File: src/rtl/ahb_rr_burst_arbiter_if.sv
// ahb_rr_burst_arbiter_if: request/grant bundle between the masters and the slave-side arbiter
interface ahb_rr_burst_arbiter_if #(
  parameter int MASTER_NUM = 4,
  parameter int IDX_W = $clog2(MASTER_NUM)
);
  logic [MASTER_NUM-1:0] hreq;
  logic [MASTER_NUM-1:0][2:0] hburst;
  logic hwait;
  logic [MASTER_NUM-1:0] hgrant;
  logic [IDX_W-1:0] hmaster;
  logic hsel;
  logic hlast;
  modport master (output hreq, hburst, hwait, input hgrant, hmaster, hsel, hlast);
  modport slave (input hreq, hburst, hwait, output hgrant, hmaster, hsel, hlast);
endinterface

File: src/rtl/ahb_rr_burst_arbiter.sv
// ahb_rr_burst_arbiter: round-robin AHB arbiter holding each grant for a whole burst
module ahb_rr_burst_arbiter #(
  parameter int MASTER_NUM = 4,
  parameter int IDX_W = $clog2(MASTER_NUM)
) (
  input logic hclk,
  input logic hreset,
  ahb_rr_burst_arbiter_if.slave bus
);
  typedef enum logic {IDLE, BUSY} state_t;
  localparam logic [2:0] INCR = 3'd1;
  state_t state, state_n;
  logic [MASTER_NUM-1:0] grant, grant_n;
  logic [IDX_W-1:0] owner, owner_n, ptr, ptr_n, win;
  logic [2:0] burst, burst_n;
  logic [3:0] cnt, cnt_n;
  logic last, done;
  int j;
  function automatic logic [3:0] beats_m1(input logic [2:0] code);
    return code[2:1] == 2'd1 ? 4'd3 : code[2:1] == 2'd2 ? 4'd7 : code[2:1] == 2'd3 ? 4'd15 : 4'd0;
  endfunction
  assign last = state == BUSY && (burst == INCR ? ~bus.hreq[owner] : cnt == 4'd0);
  assign done = last & ~bus.hwait;
  // first requester at or after ptr, wrapping at MASTER_NUM; descending loop leaves the nearest one
  always_comb begin
    win = '0;
    j = 0;
    for (int i = MASTER_NUM - 1; i >= 0; i--) begin
      j = int'(ptr) + i;
      if (j >= MASTER_NUM) j = j - MASTER_NUM;
      if (bus.hreq[j]) win = IDX_W'(j);
    end
  end
  // grant on arbitration event, release when last beat completes with no requester, count fixed beats
  always_comb begin
    state_n = state;
    grant_n = grant;
    owner_n = owner;
    burst_n = burst;
    cnt_n = cnt;
    ptr_n = ptr;
    if ((state == IDLE || done) && |bus.hreq) begin
      state_n = BUSY;
      grant_n = MASTER_NUM'(1) << win;
      owner_n = win;
      burst_n = bus.hburst[win];
      cnt_n = beats_m1(bus.hburst[win]);
      ptr_n = win == IDX_W'(MASTER_NUM - 1) ? '0 : win + IDX_W'(1);
    end else if (done) begin
      state_n = IDLE;
      grant_n = '0;
    end else if (state == BUSY && !bus.hwait && burst != INCR && cnt != 4'd0) begin
      cnt_n = cnt - 4'd1;
    end
  end
  // state and arbitration registers
  always_ff @(posedge hclk) begin
    if (hreset) begin
      state <= IDLE;
      grant <= '0;
      owner <= '0;
      burst <= '0;
      cnt <= '0;
      ptr <= '0;
    end else begin
      state <= state_n;
      grant <= grant_n;
      owner <= owner_n;
      burst <= burst_n;
      cnt <= cnt_n;
      ptr <= ptr_n;
    end
  end
  assign bus.hgrant = grant;
  assign bus.hmaster = owner;
  assign bus.hsel = |grant;
  assign bus.hlast = last;
endmodule

File: src/flat_wrapper.sv
// flat-port wrapper written by rule: the top's interface ports become plain ports
module ahb_rr_burst_arbiter_flat 
#(
  parameter int MASTER_NUM = 4,
  parameter int IDX_W = $clog2(MASTER_NUM)
)
  (hclk, hreset, bus_hreq, bus_hburst, bus_hwait, bus_hgrant, bus_hmaster, bus_hsel, bus_hlast);
  ahb_rr_burst_arbiter_if #(.MASTER_NUM(MASTER_NUM), .IDX_W(IDX_W)) bus_i ();
  input logic hclk;
  input logic hreset;
  input wire logic [$bits(bus_i.hreq)-1:0] bus_hreq;
  input wire logic [$bits(bus_i.hburst)-1:0] bus_hburst;
  input wire logic [$bits(bus_i.hwait)-1:0] bus_hwait;
  output wire logic [$bits(bus_i.hgrant)-1:0] bus_hgrant;
  output wire logic [$bits(bus_i.hmaster)-1:0] bus_hmaster;
  output wire logic [$bits(bus_i.hsel)-1:0] bus_hsel;
  output wire logic [$bits(bus_i.hlast)-1:0] bus_hlast;
  assign bus_i.hreq = bus_hreq;
  assign bus_i.hburst = bus_hburst;
  assign bus_i.hwait = bus_hwait;
  assign bus_hgrant = bus_i.hgrant;
  assign bus_hmaster = bus_i.hmaster;
  assign bus_hsel = bus_i.hsel;
  assign bus_hlast = bus_i.hlast;
  ahb_rr_burst_arbiter #(.MASTER_NUM(MASTER_NUM), .IDX_W(IDX_W)) u_core (.hclk(hclk), .hreset(hreset), .bus(bus_i));
endmodule
File: config.mk
export PLATFORM = sky130hd
export DESIGN_NAME = ahb_rr_burst_arbiter_flat
export DESIGN_NICKNAME = d
export VERILOG_FILES = /design/src/rtl/ahb_rr_burst_arbiter_if.sv /design/src/rtl/ahb_rr_burst_arbiter.sv /design/src/flat_wrapper.sv
export SDC_FILE = /design/constraint.sdc
export NUM_CORES = 1
export LEC_CHECK = 0
export BUFFER_PORTS_ARGS = -buffer_cell sky130_fd_sc_hd__buf_2
export CORE_MARGIN = 1.5
export CORE_UTILIZATION = 24
export DETAILED_ROUTE_END_ITERATION = 16
export PLACE_DENSITY_LB_ADDON = 0.2
export SKIP_LAST_GASP = 1
export SLEW_MARGIN = 25
export SYNTH_ARGS = -nofsm -noshare
export SYNTH_HDL_FRONTEND = slang
export SYNTH_SLANG_ARGS = --single-unit
export TNS_END_PERCENT = 30
File: constraint.sdc
create_clock -name hclk -period 2.3 [get_ports hclk]
set_input_delay 0.345 -clock hclk [delete_from_list [all_inputs] [get_ports hclk]]
set_output_delay 0.345 -clock hclk [all_outputs]
set_load 0.03 [all_outputs]
==> summary.txt <==
Run status
  – Status: completed

Floorplanning
  – Chip width: 68.62 um
  – Die Y: 68.62 um
  – Starting Density: 0.2547
  – # IOs: 27
  – # rows: 23
  – Core box area: approximately 4000 sq um
  – Die ar.: 4709 sq um

Route
  – Via count: 1,000
  – Wire per inst: 13.00 um
  – Vias per cell: 4.975
  – Post-DRT Antenna Nets: 0
  – Initial DRT Pass Iterations: 4
  – Final wirelength: 2613 um
  – Iter 0 DRT Violations: 31
  – DRC violation count after routing: 0

Clock network
  – Worst-path clk slew: approximately 60 ps
  – Clock Sinks: 16
  – Post-CTS Setup Bufs: 0
  – Number of instances resized during post-cts repair: 0
  – CTS max path bufs: 2
  – Clock Tree Root: clkbuf_8
  – Worst skew pair latency: ~240 ps
  – TritonCTS Buffers: 3
  – H-Tree Level Count: 1
  – CTS tree: built
  – Hold Buf Count CTS: 0

Logic synthesis
  – Syn_area_per_cell: 8.402 sq um
  – Seq cells post-synth: 16
  – Async set-reset flop share out of synthesis: 0
  – Mapped Area: ~1000 sq um
  – Area share of the largest cell type after synthesis: 0.3099
  – YS warnings: 0
  – Leading cell types by count after synthesis: dfxtp_1 (16), a21oi_1 (13), nand2_1 (12)
  – Number of flops mapped to enable cells by yosys: 0
  – Most used DFF post-synth: dfxtp_1
  – Post-synth top area cell: dfxtp_1
  – Seq/Total Area, Yosys: 0.3099
  – Synth top area cells: dfxtp_1 (31%), ha_1 (7.3%), a21oi_1 (6.3%)
  – Post-synth cell types: 42
  – Synth Net Count: between 100 and 150
  – Most frequent cell after synthesis: dfxtp_1
  – Synth Instances: ~120

Timing
  – Final Critical Period: 1959 ps
  – Fmax: 510.6 MHz
  – Rel. slew slack: 0.6312
  – Slew Limit Fails: 0
  – Worst-margin pin slew: approximately 550 ps
  – Skew final: about 3.8 ps
  – Final hold viol count: 0
  – Setup TNS: 0 ps
  – Period utilisation layout: 0.8516
  – Final setup vio count: 0
  – RSZ-0062 raised after global routing: false

Critical path
  – WS Path Type: reg -> out
  – Worst path slowest cell: mux4_2
  – Crit-path cells: mux4_2 > nand2_2 > and3_1 > buf_2
  – Kind of end point of the critical path: output pin
  – Max incr delay on CP: 530 ps
  – Worst-path fanout max: 5
  – WP data required: 1960 ps
  – Worst EP arrival: 1610 ps
  – CP Launch Type: register

Global route
  – First-pass GRT wire length: 4284 um
  – Gr busiest metal: met2
  – Global Route Usage Sum: 0.1192
  – Met3 global-route usage: 0.01623
  – Vias in the first global route: 927
  – Initial antenna violation count: 0
  – GR Layer Usage met1: 0.1672
  – Grt ovf: 0
  – Largest net degree at the start of global routing: 16
  – Met2 Track Usage GR: 0.1875

Placement
  – # port buffers: 26
  – Post-Place Cell Area: 1222 sq um
  – Gpl congestion: 0.7847
  – HPWL after detailed placement: 2142 um

Flow run
  – Max Cap Viol: 0

Power
  – Leakage: 0.5340 nW
  – Peak VDD IR: 0.0002082 V
  – Cell Pwr Density: 785.6 nW/um^2

Finish
  – Area Growth Syn to Fin: 22.28%
  – Layout Nets: 178
  – Share of cells above drive strength 1: 0.3245
  – Final instance area: 1264 sq um
  – Antenna Diode Count: 0

Worst hold path
  – Hold Crit Class: reg -> reg
worst max-delay path: cells and delay by family, from the launching register on:
| family | cells | cell delay, ps |
|---|---|---|
| AND/OR/NAND/NOR | 2 | 280 |
| multiplexers | 1 | 530 |
| flip-flops | 1 | 370 |
| buffers and inverters | 1 | 190 |
routing by layer:
layer	routed length, um	vias up	share of wire
met2	1228	26	0.47
li1	-	507	-
met4	10	0	0.0038
met3	98	2	0.038
met5	0	-	0
met1	1276	465	0.49
cell usage in the layout (no fill, tap or decap), drive strengths merged, types with 2 or more instances in the layout:
cell and n:
a31oi 3, nor3b 2, a22o 4, o21bai 2, a211oi 2, dfxtp 16, inv 5, nor2b 3
clkbuf 3, nor2 8, a21oi 15, nand2 14, buf 27, nand3 12, o21ai 8, ha 6
nor3 3
per-stage QoR:
step	power [mW]	setup slack, ps	hold slack [ps]	std cells	util
after global placement	0.7963	403.5	445.0	198	0.3013
final	0.9928	341.4	459.3	201	0.3114
after detailed placement	0.8025	361.4	458.4	198	0.3013
after global routing	1.067	268.8	479.9	201	0.3114
after CTS	1.007	337.8	466.3	201	0.3114
after floorplan	0.6868	445.1	431.5	123	-
registers in the layout (all words and copies together) (netlist names):
| signal | count |
|---|---|
| u_core.burst | 3 |
| u_core.bus.hgrant | 4 |
| u_core.bus.hmaster | 2 |
| u_core.cnt | 4 |
| u_core.ptr | 2 |
| u_core.state | 1 |
final timing paths:
kind,from,endpoint,slack [ps],cells past startpoint
hold / removal,u_core.burst[1],u_core.burst[1],460,2
hold reg to reg,u_core.burst[1],u_core.burst[1],460,2
setup / recovery,u_core.bus.hmaster[0],bus_hlast,340,4
setup reg to reg,u_core.ptr[1],u_core.burst[0],460,6
area by class of cell:
| type | count | area, sq um |
|---|---|---|
| Fill cell | 432 | 2794 |
| Multi-Input combinational cell | 99 | 678.2 |
| Sequential cell | 16 | 320.3 |
| Timing Repair Buffer | 27 | 137.6 |
| Tap cell | 50 | 62.56 |
| Clock buffer | 3 | 41.29 |
| Inverter | 6 | 23.77 |
power by group:
part	internal, mW	switching [mW]
Clock	0.116	0.0833
Sequential	0.324	0.0393
Combinational	0.167	0.264
kinds of logic after synthesis:
group,after synthesis,synth area share
mux,3,0.04600
simple gates,47,0.2470
xor+xnor,1,0.008476
fa+ha+maj,6,0.07264
compound gates,42,0.2821
flops,16,0.3099
buf+inv,8,0.03389
No activity file was read; power rests on OpenSTA's default activity.
